==> src/rtl/boot_loader_pkg.sv <==
// Shared types and frame constants for the byte-stream boot loader.
package boot_loader_pkg;

    typedef enum logic [2:0] {
        S_WAIT_MAGIC = 3'd0,
        S_LEN_HI     = 3'd1,
        S_LEN_LO     = 3'd2,
        S_PAYLOAD    = 3'd3,
        S_CHECK      = 3'd4,
        S_DONE       = 3'd5,
        S_ERROR      = 3'd6
    } state_t;

    localparam logic [7:0] MAGIC_DEFAULT = 8'hB0;
    localparam int         WORD_BYTES    = 4;
    localparam int         LEN_WIDTH     = 16;

    // A frame length is usable only if it is non-zero and fits the memory.
    function automatic logic len_valid(input logic [LEN_WIDTH-1:0] n, input int aw);
        return (n != '0) && ({1'b0, n} <= (17'd1 << aw));
    endfunction

    function automatic logic is_timed(input state_t s);
        return (s == S_LEN_HI) || (s == S_LEN_LO) || (s == S_PAYLOAD) || (s == S_CHECK);
    endfunction

endpackage

==> src/rtl/boot_loader_word_assembler.sv <==
// Packs payload bytes MSB-first into 32-bit words and keeps the running XOR checksum.
module boot_loader_word_assembler
    import boot_loader_pkg::*;
(
    input  logic        i_clk,
    input  logic        i_rst,
    input  logic        i_clear,
    input  logic        i_byte_valid,
    input  logic [7:0]  i_byte,
    output logic [31:0] o_word,
    output logic        o_word_ready,
    output logic [7:0]  o_checksum
);

    logic [23:0] r_shift;
    logic [1:0]  r_cnt;
    logic [7:0]  r_chk;

    always_ff @(posedge i_clk or posedge i_rst) begin
        if (i_rst) begin
            r_shift <= '0;
            r_cnt   <= '0;
            r_chk   <= '0;
        end else if (i_clear) begin
            r_shift <= '0;
            r_cnt   <= '0;
            r_chk   <= '0;
        end else if (i_byte_valid) begin
            r_shift <= {r_shift[15:0], i_byte};
            r_cnt   <= r_cnt + 2'd1;
            r_chk   <= r_chk ^ i_byte;
        end
    end

    // Word and ready are combinational so the write can be registered on the same edge as the last byte.
    assign o_word       = {r_shift, i_byte};
    assign o_word_ready = i_byte_valid && (r_cnt == 2'(WORD_BYTES - 1));
    assign o_checksum   = r_chk;

endmodule

==> src/rtl/boot_loader.sv <==
// Boot loader: frames a byte stream into instruction-memory writes and releases the core once verified.
//   state        | meaning
//   S_WAIT_MAGIC | idle after reset, waiting for the frame start byte
//   S_LEN_HI     | expecting length high byte
//   S_LEN_LO     | expecting length low byte, length is validated here
//   S_PAYLOAD    | receiving 4*N payload bytes, one memory write per word
//   S_CHECK      | expecting XOR checksum of the payload
//   S_DONE       | image verified, core released
//   S_ERROR      | frame rejected, core held in reset
module boot_loader
    import boot_loader_pkg::*;
#(
    parameter int          ADDR_WIDTH     = 8,
    parameter logic [7:0]  MAGIC          = MAGIC_DEFAULT,
    parameter int unsigned TIMEOUT_CYCLES = 1000000
) (
    input  logic                  i_clk,
    input  logic                  i_rst,
    input  logic [7:0]            i_in_data,
    input  logic                  i_in_valid,
    output logic                  o_in_ready,
    output logic                  o_imem_we,
    output logic [ADDR_WIDTH-1:0] o_imem_addr,
    output logic [31:0]           o_imem_data,
    output logic                  o_cpu_rst,
    output logic                  o_done,
    output logic                  o_error
);

    localparam int IW = ADDR_WIDTH + 1;
    localparam int TW = (TIMEOUT_CYCLES > 1) ? $clog2(TIMEOUT_CYCLES) : 1;
    localparam logic [TW-1:0] TMO_LOAD = TW'((TIMEOUT_CYCLES > 0) ? (TIMEOUT_CYCLES - 1) : 0);

    state_t                r_state;
    state_t                w_state_nxt;
    logic [7:0]            r_len_hi;
    logic [IW-1:0]         r_last_idx;
    logic [IW-1:0]         r_word_idx;
    logic [TW-1:0]         r_tmo_cnt;
    logic                  r_in_ready;
    logic                  r_imem_we;
    logic [ADDR_WIDTH-1:0] r_imem_addr;
    logic [31:0]           r_imem_data;
    logic                  r_cpu_rst;
    logic                  r_done;
    logic                  r_error;

    logic                  w_hs;
    logic                  w_timeout;
    logic                  w_asm_clear;
    logic                  w_asm_valid;
    logic                  w_word_ready;
    logic [31:0]           w_word;
    logic [7:0]            w_checksum;
    logic [LEN_WIDTH-1:0]  w_len;

    assign w_hs        = i_in_valid && r_in_ready;
    assign w_len       = {r_len_hi, i_in_data};
    assign w_asm_clear = w_hs && (r_state == S_LEN_LO);
    assign w_asm_valid = w_hs && (r_state == S_PAYLOAD);
    assign w_timeout   = (TIMEOUT_CYCLES != 0) && is_timed(r_state) && !w_hs && (r_tmo_cnt == '0);

    boot_loader_word_assembler u_word_asm (
        .i_clk        (i_clk),
        .i_rst        (i_rst),
        .i_clear      (w_asm_clear),
        .i_byte_valid (w_asm_valid),
        .i_byte       (i_in_data),
        .o_word       (w_word),
        .o_word_ready (w_word_ready),
        .o_checksum   (w_checksum)
    );

    always_comb begin
        w_state_nxt = r_state;
        if (w_timeout) begin
            w_state_nxt = S_ERROR;
        end else if (w_hs) begin
            case (r_state)
                S_WAIT_MAGIC, S_DONE, S_ERROR: begin
                    if (i_in_data == MAGIC) w_state_nxt = S_LEN_HI;
                end
                S_LEN_HI:  w_state_nxt = S_LEN_LO;
                S_LEN_LO:  w_state_nxt = len_valid(w_len, ADDR_WIDTH) ? S_PAYLOAD : S_ERROR;
                S_PAYLOAD: begin
                    if (w_word_ready && (r_word_idx == r_last_idx)) w_state_nxt = S_CHECK;
                end
                S_CHECK:   w_state_nxt = (i_in_data == w_checksum) ? S_DONE : S_ERROR;
                default:   w_state_nxt = S_WAIT_MAGIC;
            endcase
        end
    end

    always_ff @(posedge i_clk or posedge i_rst) begin
        if (i_rst) begin
            r_state <= S_WAIT_MAGIC;
        end else begin
            r_state <= w_state_nxt;
        end
    end

    always_ff @(posedge i_clk or posedge i_rst) begin
        if (i_rst) begin
            r_len_hi   <= '0;
            r_last_idx <= '0;
            r_word_idx <= '0;
        end else begin
            if (w_hs && (r_state == S_LEN_HI)) r_len_hi <= i_in_data;
            // Index is one bit wider than the address so a full-memory image never wraps.
            if (w_asm_clear) begin
                r_last_idx <= IW'(w_len - 16'd1);
                r_word_idx <= '0;
            end else if (w_word_ready) begin
                r_word_idx <= r_word_idx + IW'(1);
            end
        end
    end

    always_ff @(posedge i_clk or posedge i_rst) begin
        if (i_rst) begin
            r_tmo_cnt <= '0;
        end else if (w_hs || !is_timed(r_state)) begin
            r_tmo_cnt <= TMO_LOAD;
        end else if (r_tmo_cnt != '0) begin
            r_tmo_cnt <= r_tmo_cnt - TW'(1);
        end
    end

    always_ff @(posedge i_clk or posedge i_rst) begin
        if (i_rst) begin
            r_in_ready  <= 1'b0;
            r_imem_we   <= 1'b0;
            r_imem_addr <= '0;
            r_imem_data <= '0;
            r_cpu_rst   <= 1'b1;
            r_done      <= 1'b0;
            r_error     <= 1'b0;
        end else begin
            r_in_ready <= 1'b1;
            r_imem_we  <= w_word_ready;
            if (w_word_ready) begin
                r_imem_addr <= r_word_idx[ADDR_WIDTH-1:0];
                r_imem_data <= w_word;
            end
            r_cpu_rst <= (w_state_nxt != S_DONE);
            r_done    <= (w_state_nxt == S_DONE);
            r_error   <= (w_state_nxt == S_ERROR);
        end
    end

    assign o_in_ready  = r_in_ready;
    assign o_imem_we   = r_imem_we;
    assign o_imem_addr = r_imem_addr;
    assign o_imem_data = r_imem_data;
    assign o_cpu_rst   = r_cpu_rst;
    assign o_done      = r_done;
    assign o_error     = r_error;

endmodule

==> config.mk <==
export PLATFORM = sky130hd
export DESIGN_NAME = boot_loader
export DESIGN_NICKNAME = d
export VERILOG_FILES = /design/src/rtl/boot_loader_pkg.sv /design/src/rtl/boot_loader_word_assembler.sv /design/src/rtl/boot_loader.sv
export SDC_FILE = /design/constraint.sdc
export NUM_CORES = 1
export LEC_CHECK = 0
export BUFFER_PORTS_ARGS = -buffer_cell sky130_fd_sc_hd__buf_2
export CORE_MARGIN = 5
export CORE_UTILIZATION = 25
export DETAILED_ROUTE_END_ITERATION = 16
export HOLD_SLACK_MARGIN = 0.12
export SYNTH_ARGS = -nofsm -noshare
export SYNTH_HDL_FRONTEND = slang
export SYNTH_SLANG_ARGS = --single-unit
==> constraint.sdc <==
create_clock -name i_clk -period 4.4 [get_ports i_clk]
set_clock_uncertainty 0.05 [all_clocks]
set_input_delay 0.44 -clock i_clk [delete_from_list [all_inputs] [get_ports i_clk]]
set_output_delay 0.44 -clock i_clk [all_outputs]
set_load 0.01 [all_outputs]
# ---- Yosys cells after proc, flatten, opt, wreduce, memory -nomap -nowiden
# Index checks and enable logic that the tools add are counted.
# W data, S select, Z words.
dict set report totals {
  in_bits 11
  output_inout_bits 45
  register_bits 128
  elab_cells 74
}
dict set report op_classes {
  n_lt_le_gt_ge 1
  n_bitwise 1
  n_addsub 4
  muxes 17
  n_eq_ne 13
  n_reduce_logical 23
}
# op n
set op_table {}
lappend op_table {{$mux W24} 2}
lappend op_table {{$mux W20} 2}
lappend op_table {{$logic_not A20 Y1} 1}
lappend op_table {{$reduce_bool A20 Y1} 1}
lappend op_table {{$sub A20 B1 Y20 const B} 1}
lappend op_table {{$mux W9} 2}
lappend op_table {{$le A16 B9 Y1 const B} 1}
lappend op_table {{$mux W8} 2}
lappend op_table {{$reduce_bool A16 Y1} 1}
lappend op_table {{$eq A3 B3 Y1 const B} 5}
lappend op_table {{$mux W3} 5}
lappend op_table {{$pmux W3 S5} 1}
lappend op_table {{$add A9 B1 Y9 const B} 1}
lappend op_table {{$eq A9 B9 Y1} 1}
lappend op_table {{$logic_and A1 B1 Y1} 9}
lappend op_table {{$sub A9 B1 Y9 const B} 1}
lappend op_table {{$eq A8 B8 Y1} 1}
lappend op_table {{$eq A8 B8 Y1 const B} 1}
lappend op_table {{$xor A8 B8 Y8} 1}
lappend op_table {{$eq A3 B2 Y1 const B} 2}
lappend op_table {{$mux W2} 3}
lappend op_table {{$reduce_bool A2 Y1} 3}
lappend op_table {{$logic_or A1 B1 Y1} 4}
lappend op_table {{$eq A3 B1 Y1 const B} 1}
lappend op_table {{other kinds (6)} 7}

# ---- Logic depth before layout (Yosys ltp)
# Gate-level depths: netlist (run 1).
dict set report logic_depth {
  word_depth 9
  depth_mapped 9
  depth_no_buf 8
}

# ---- Modules after synthesis
# From an unflattened synthesis (run 1), not the netlist that was laid out.
dict set report unflattened {
  hier_cells 513
  hier_area_um2 5923.2
}
# module area_per_inst_um2 seq_area_each_um2 cells_per_inst instances
set modules_own_cells {}
lappend modules_own_cells {boot_loader 4362.9 2353.5 383 1}
lappend modules_own_cells {boot_loader_word_assembler 1560.2 850.8 130 1}

# ---- Worst setup path after synthesis (run 1)
# Ideal clock, no wire load.
dict set report synth_path {
  kind {input -> register}
  startpoint {input port i_in_data[0]}
  endpoint {register r_cpu_rst, in the netlist o_cpu_rst}
  setup_ps 88
  setup_slack_ps 2156
  path_stages 9
  arrival_time_ps 2106
  required_time_ps 4262
  n_path_buf 1
  path_cell_list {clkbuf_1 -> inv_1 -> ha_1 -> nand4_1 -> nor2_1 -> o21bai_1 -> a221o_1 -> a311o_1 -> or3b_1}
}
dict set report synth_via {
  elab_cells_between_ends 12
  classes_between {order compare: 1; eq/ne: 3; mux: 6; reduce/logical: 2}
}
# item line
set synth_lines {}
lappend synth_lines {{start: declaration} boot_loader.sv:19} ;# input logic [7:0] i_in_data,
lappend synth_lines {{$eq A8 B8 Y1, on equally long branches} {boot_loader.sv:88, boot_loader.sv:81}}
lappend synth_lines {{$mux W2 / $mux W3 (equally long branches)} {boot_loader.sv:88, boot_loader.sv:81}}
lappend synth_lines {{$pmux W3 S5 *} boot_loader.sv:79} ;# case (r_state)
lappend synth_lines {{$mux W3 *} boot_loader.sv:78} ;# end else if (w_hs) begin
lappend synth_lines {{$mux W3 *} boot_loader.sv:76} ;# if (w_timeout) begin
lappend synth_lines {{via w_state_nxt[1]} boot_loader.sv:35} ;# state_t w_state_nxt;
lappend synth_lines {{$ne A3 B3 Y1 *} boot_loader.sv:145} ;# r_cpu_rst <= (w_state_nxt != S_DONE);
lappend synth_lines {{end signal: assignment} boot_loader.sv:145}
lappend synth_lines {{end: declaration} boot_loader.sv:44} ;# logic r_cpu_rst;
# Mark *: on every way through the listed nets, which the timed path passes. The rest lies on a longest branch.
# A chain may end at the register's enable or synchronous reset.

# ---- Worst setup path after layout (run 1)
dict set report layout_path {
  startpoint {register r_tmo_cnt[3]}
  endpoint {register r_cpu_rst, in the netlist o_cpu_rst}
}
dict set report layout_via {
  elab_chain_len 4
}
# item line
set layout_rtl {}
lappend layout_rtl {{start: declaration} boot_loader.sv:39} ;# logic [TW-1:0] r_tmo_cnt;
lappend layout_rtl {{start signal: assignment} boot_loader.sv:125} ;# r_tmo_cnt <= r_tmo_cnt - TW'(1);
lappend layout_rtl {{$logic_not A20 Y1} boot_loader.sv:61} ;# assign w_timeout = (TIMEOUT_CYCLES != 0) && is_timed(r_state) && !w_hs && (r_tmo_cnt == '0);
lappend layout_rtl {{$logic_and A1 B1 Y1} boot_loader.sv:61}
lappend layout_rtl {{$mux W3} boot_loader.sv:76}
lappend layout_rtl {{via w_state_nxt[2]} boot_loader.sv:35}
lappend layout_rtl {{$ne A3 B3 Y1} boot_loader.sv:145}
# The timed path passes the listed nets, and every way through them passes these cells.

==> qor.tcl, run 1 <==
set qor(run_status) {finished, final reports clean}
set qor(floorplan.die.height_um) 160
set qor(grt_start_max_net_pins) 70
set qor(rsz0062_at_grt) {false}
set qor(worstRegToRegCells) 6
set qor(static-leakage-power_uw) 0.00328
set qor(drv.max_cap_violation_count) 0
set qor(synth_top_flop_cell) {dfrtp_1}
set qor(combinationalPowerShare_pct) 15.4
set qor(antenna_violations_before_repair) 0
set qor(synth_cell_types) 46
set qor(p_seq_share_pct) 43.5
set qor(timing.rr.start) {r_tmo_cnt[3]}
set qor(synthToLayoutAreaGrowth_pct) 20.2
set qor(worst-path-buf-inv) 0
set qor(finalCriticalPeriod_ns) 2.55
set qor(first_iter_violations) 260
set qor(synthCells) 585
set qor(detailroute.via_count) 4188
set qor(switching_pwr_uw) 1010
set qor(synth-edff-count) 0
set qor(drive_gt1_share_pct) 16.4
set qor(dp_hpwl_mm) 8.95
set qor(cts_tree) {done}
set qor(routed_wirelength_mm) 13.3
set qor(power.density_cell_area_nw_per_um2) 510
set qor(cts_root_buf) {clkbuf_16}
set qor(timing.slew.headroom_pct) 25.1
set qor(grt_pass1_wl_mm) 22.6
set qor(worstPathRequired_ns) 4.69
set qor(slowest_delay_ns) 0.60
set qor(synth_largest_area_cell) {dfrtp_1}
set qor(final-max-slew-violation-count) 0
set qor(placementRows) 55
set qor(detailedPlace.worstSlack_ns) 1.86
set qor(min_path_type) {in2async}
set qor(cell_class_contributing_the_biggest_share_of_worst_path_delay) {simple AND/OR/NAND/NOR gates}
set qor(worstPathCellList) {nor3_1 > nand3_1 > nor2_1 > a222oi_1 > nand2_1 > or3b_1}
set qor(sw_frac_of_total_pct) 29.1
set qor(cts_buf_count) 17
set qor(drt-wirelength-per-cell_um) 14.3
set qor(n_antenna_cell) 0
set qor(finalWorstSetupSlack_ns) 1.85
set qor(r2r-end) {o_cpu_rst}
set qor(setup_violations) 0
set qor(ctsHtreeMaxLevel) 4
set qor(first_global_vias) 4256
set qor(post_synth.cell_area_avg_um2) 9.68
set qor(clock_share_of_power_pct) 41.1
set qor(placeableCoreArea_um2) 22400
set qor(setup.worst_path.class) {reg2reg}
set qor(track_usage_pct) 10.9
set qor(drc) 0
set qor(netlist.area_leader.share_pct) 56.1
set qor(cp-end-kind) {flop}
set qor(max-clock-path-buffers) 2
set qor(post_synth_main_area_contributors) {dfrtp_1 56%, nand2_1 11%, xnor2_1 4.2%}
set qor(gpl.final_weighted_congestion) 0.780
set qor(port-buffer-count) 55
set qor(post-route-period-util_pct) 57.9
set qor(async_flop_share_pct) 100
set qor(design.final.nets) 648
set qor(synth_top_cells_by_count) {161 x nand2_1, 127 x dfrtp_1, 42 x nor2_1, 29 x o21ai_0, 28 x clkbuf_1}
set qor(worst-slew-pin-transition_ns) 1.12
set qor(yosysSeqAreaShare_pct) 56.6
set qor(ctsResizeCount) 0
set qor(critical_path.max_fanout) 11
set qor(reg2reg_setup_slack_ns) 1.85
set qor(mappedNetlistArea_um2) 5660
set qor(clk_pin_slew_worst_paths_ns) 0.06
set qor(irDropWorstVdd_uv) 256
set qor(yosys_warnings) 0
set qor(setup_tns_ns) 0
set qor(filler_cell_count) 2350
set qor(cts_setup_buffers) 0
set qor(yosysMostFrequentCell) {nand2_1}
set qor(ioPinCount) 56
set qor(clock_sinks) 128
set qor(die_w_um) 160
set qor(clk_latency_ns) 0.42
set qor(timing.critical_path.slowest_stage_cell) {nor2_1}
set qor(achievable-frequency_mhz) 392
set qor(mappedNetlistNets) 601
set qor(worst_ep_arrival_time_ns) 2.84
set qor(ant_nets) 0
set qor(finish.utilization_pct) 30.3
set qor(power.internal_uw) 2460
set qor(grt_remaining_overflow) 0
set qor(routed_via_density) 4.50
set qor(ys_seq_elements) 128
set qor(die-area_um2) 25800
set qor(worst_setup_path_start_kind) {flop}
set qor(cts_hold_bufs) 0
set qor(hold_violations) 0
set qor(length_of_the_first_detailed_routing_pass_in_iterations) 4
set qor(initial_core_util_pct) 25.2
through the flow:
step | instance area [µm²] | power (µW) | hold WS (ns) | cells
finish | 6810 | 3470 | 0.142 | 930
global route | 6810 | 3660 | 0.227 | 930
CTS | 6810 | 3510 | 0.175 | 930
detailed placement | 6200 | 2070 | 0.405 | 898
global placement | 6200 | 2060 | 0.405 | 898
floorplan | 5660 | 1910 | 0.390 | 585
registers in the layout, summed over array words and instances, names as in the netlist, 2 cells and up:
signal                 cells
o_imem_data               32
u_word_asm.r_shift        24
r_tmo_cnt                 20
r_last_idx                 9
r_word_idx                 9
o_imem_addr                8
r_len_hi                   8
u_word_asm.o_checksum      8
r_state                    3
u_word_asm.r_cnt           2
routing by layer:
metal	wire length [µm]	GRT usage, %
met5	0	0
met2	6260	17.4
met1	6290	14.3
met3	536	3.03
met4	212	3.95
how the worst max path moves through the flow:
stage,start,cells after the start,to
after global routing,r_tmo_cnt[6],6,o_cpu_rst
final,r_tmo_cnt[3],6,o_cpu_rst
after floorplan,i_rst,1,o_done
after global placement,r_state[1],7,o_cpu_rst
after detailed placement,r_tmo_cnt[6],6,o_cpu_rst
after CTS,r_tmo_cnt[6],6,o_cpu_rst
area by class of cell:
type	instances	area [µm²]	area share [%]
flip-flops and latches	128	3200	47.1
multi-input cells	414	2280	33.5
clock buffers	19	453	6.66
well taps	285	357	5.24
repair buffers	61	320	4.71
clock inverters	13	150	2.21
inverters	10	40.0	0.588
power by group through the flow:
stage	logic (µW)	registers (µW)	clock network (µW)
floorplan	440	1480	0
global placement	536	1520	0
detailed placement	540	1520	0
CTS	543	1510	1460
global route	620	1530	1510
finish	534	1510	1430
cells by family (layout without fill, tap and decap cells):
group	after synthesis	after routing	synth area share [%]
AOI/OAI and AO/OA	82	82	9.17
xor gates and xnor gates	45	45	6.96
adders and majority gates	5	5	1.11
buffers and inverters	43	103	3.18
DFF	128	128	56.6
muxes	8	8	1.59
other	1	1	0.0662
and+or+nand+nor	273	273	21.3
layout by cell type, fill, tap and decap left out, types with 3 or more instances in the layout:
master / Yosys / layout
nand2b_1: 3 / 3
clkinv_4: 0 / 3
and3_1: 3 / 3
clkbuf_16: 0 / 17
xnor2_1: 27 / 27
inv_6: 0 / 5
nand4_1: 5 / 5
nand3_1: 9 / 9
nor2_1: 42 / 42
nor3_1: 12 / 11
nor4_1: 12 / 12
buf_2: 3 / 55
o21ai_0: 29 / 29
xor2_1: 18 / 18
nand2_1: 161 / 161
or3_1: 7 / 7
a21oi_1: 21 / 21
inv_1: 9 / 8
nor2b_1: 4 / 4
a22o_1: 17 / 17
buf_4: 0 / 6
dfrtp_1: 127 / 127
ha_1: 5 / 5
mux2_2: 8 / 8
o211ai_1: 4 / 4
No activity file was read; power rests on OpenSTA's default activity.
==> run 2: changes to the inputs <==
clock period = 2.1 ns   (was 4.4 ns; I/O delays follow)
==> qor.tcl, run 2 (synthesized netlist as in run 1, its figures left out) <==
set qor(area_after_dpl_um2) 6600
set qor(n_antenna_cell) 0
set qor(setup_tns_ns) -0.0755
set qor(die_w_um) 160
set qor(clock_sinks) 128
set qor(irDropWorstVdd_uv) 631
set qor(drv.max_cap_violation_count) 0
set qor(clk_pin_slew_worst_paths_ns) 0.06
set qor(routed_via_density) 4.49
set qor(dp_hpwl_mm) 9.77
set qor(worst_setup_path_start_kind) {primary input}
set qor(final_area_um2) 7400
set qor(detailedPlace.worstSlack_ns) -0.169
set qor(setup.worst_path.class) {in2reg}
set qor(floorplan.die.height_um) 160
set qor(grt_start_max_net_pins) 33
set qor(worst-slew-pin-transition_ns) 0.574
set qor(initial_core_util_pct) 25.2
set qor(length_of_the_first_detailed_routing_pass_in_iterations) 4
set qor(detailroute.via_count) 4431
set qor(cp-end-kind) {flop}
set qor(routed_wirelength_mm) 14.2
set qor(rsz0062_at_grt) {true}
set qor(reg2reg_setup_slack_ns) -0.01
set qor(drc) 0
set qor(first_iter_violations) 264
set qor(power.density_cell_area_nw_per_um2) 1020
set qor(achievable-frequency_mhz) 460
set qor(worstPathRequired_ns) 2.38
set qor(finalWorstSetupSlack_ns) -0.0755
set qor(most_used_cells_in_the_layout_excluding_fill_and_tap_cells) {160 x nand2_1, 127 x dfrtp_1, 55 x buf_4}
set qor(worstPathCellList) {dlygate4sd3_1 > buf_4 > nand4_1 > or3_1 > a21o_1 > a21oi_1 > o22ai_2 > or3b_1}
set qor(worst-path-buf-inv) 2
set qor(placementRows) 55
set qor(filler_cell_count) 2322
set qor(placeableCoreArea_um2) 22400
set qor(design.final.nets) 705
set qor(critical_path.max_fanout) 6
set qor(min_path_type) {in2reg}
set qor(worst_hold_path.num_cells) 3
set qor(mostFrequentLayoutCell) {nand2_1}
set qor(first_global_vias) 4458
set qor(max-clock-path-buffers) 2
set qor(ioPinCount) 56
set qor(ant_nets) 0
set qor(timing.critical_path.slowest_stage_cell) {dlygate4sd3_1}
set qor(timing.rr.start) {r_state[0]}
set qor(timing.hold.worst.start) {i_in_data[1]}
set qor(setup_violations) 1
set qor(cts_tree) {done}
set qor(cts_buf_count) 17
set qor(drive_gt1_share_pct) 25.2
set qor(synthToLayoutAreaGrowth_pct) 30.8
set qor(finalNonFillerCells) 986
set qor(post-place-cells) 946
set qor(drt-wirelength-per-cell_um) 14.5
set qor(ctsHtreeMaxLevel) 4
set qor(clk_latency_ns) 0.42
set qor(track_usage_pct) 11.3
set qor(timing.hold.worst_endpoint) {r_len_hi[1]}
set qor(cts_root_buf) {clkbuf_16}
set qor(violations) {setup timing}
set qor(final-max-slew-violation-count) 0
set qor(gpl.final_weighted_congestion) 0.817
set qor(hold_violations) 0
set qor(antenna_violations_before_repair) 0
set qor(worstRegToRegCells) 7
set qor(port-buffer-count) 55
set qor(post-route-period-util_pct) 104
set qor(static-leakage-power_uw) 0.00358
set qor(r2r-end) {o_cpu_rst}
set qor(slowest_delay_ns) 0.60
set qor(die-area_um2) 25800
set qor(run_status) {finished, violations left}
set qor(worst_ep_arrival_time_ns) 2.46
set qor(grt_pass1_wl_mm) 23.6
set qor(timing.slew.headroom_pct) 61.7
set qor(cell_class_contributing_the_biggest_share_of_worst_path_delay) {simple AND/OR/NAND/NOR gates}
set qor(finalCriticalPeriod_ns) 2.18
set qor(largest_register_ff_count) 32
set qor(grt_remaining_overflow) 0
run 2: cell count changes in the layout (fill, tap and decap cells not counted), sizes merged:
cell / change
dlygate4sd3: +6
buf: +50
clkinvlp: +2
clkinv: -1
clkbuf: -1
run 2: final cells by class:
| class | count | area (µm²) | share of cell area (%) |
|---|---|---|---|
| sequential | 128 | 3200 | 43.3 |
| multi-input combinational | 414 | 2410 | 32.6 |
| timing repair buffer | 118 | 806 | 10.9 |
| clock buffer | 17 | 425 | 5.75 |
| tap | 285 | 357 | 4.82 |
| clock inverter | 14 | 156 | 2.11 |
| inverter | 10 | 41.3 | 0.558 |
run 2: per-stage QoR:
| stage | util, % | hold WS, ns | power [µW] |
|---|---|---|---|
| after floorplan | - | 0.312 | 4010 |
| after global placement | 29.4 | 0.249 | 4470 |
| after detailed placement | 29.4 | 0.260 | 4490 |
| after CTS | 32.4 | 0.145 | 7490 |
| after global routing | 33.0 | 0.152 | 7960 |
| final | 33.0 | 0.162 | 7540 |
run 2: worst min-delay path: stages:
cell and delay, ns:
buf_2 0.13, buf_4 0.12, mux2_2 0.13
run 2: how the worst max path moves through the flow:
stage	slack [ns]	start	end	cells past startpoint
global route	-0.07	i_in_data[4]	o_cpu_rst	8
detailed placement	-0.17	r_state[2]	o_cpu_rst	7
finish	-0.08	i_in_data[4]	o_cpu_rst	8
floorplan	-0.06	r_state[1]	o_cpu_rst	7
CTS	0.0009	r_tmo_cnt[6]	r_tmo_cnt[14]	7
global placement	-0.13	r_state[2]	o_cpu_rst	7
run 2: layer usage:
layer  wire, µm  share of wire, %  GRT usage (%)
met1       6930                49           15.7
met2       6690                47           17.5
met3        496               3.5           3.31
met4        124              0.87           2.82
met5          0                 0              0
run 2: repair_timing:
| item | 4_1_cts | 5_1_grt |
|---|---|---|
| buffers inserted | 0 | 3 |
| hold buffers | 6 | 0 |
| pin swaps | 0 | 6 |
| resized for setup | 6 | 24 |
| endpoints found under the setup margin | 7 | 8 |
| endpoints found under the hold margin | 28 | 0 |
run 2: power by group:
group / internal (µW) / switching, µW
combinational: 691 / 786
sequential: 2840 / 295
clock: 1760 / 1170
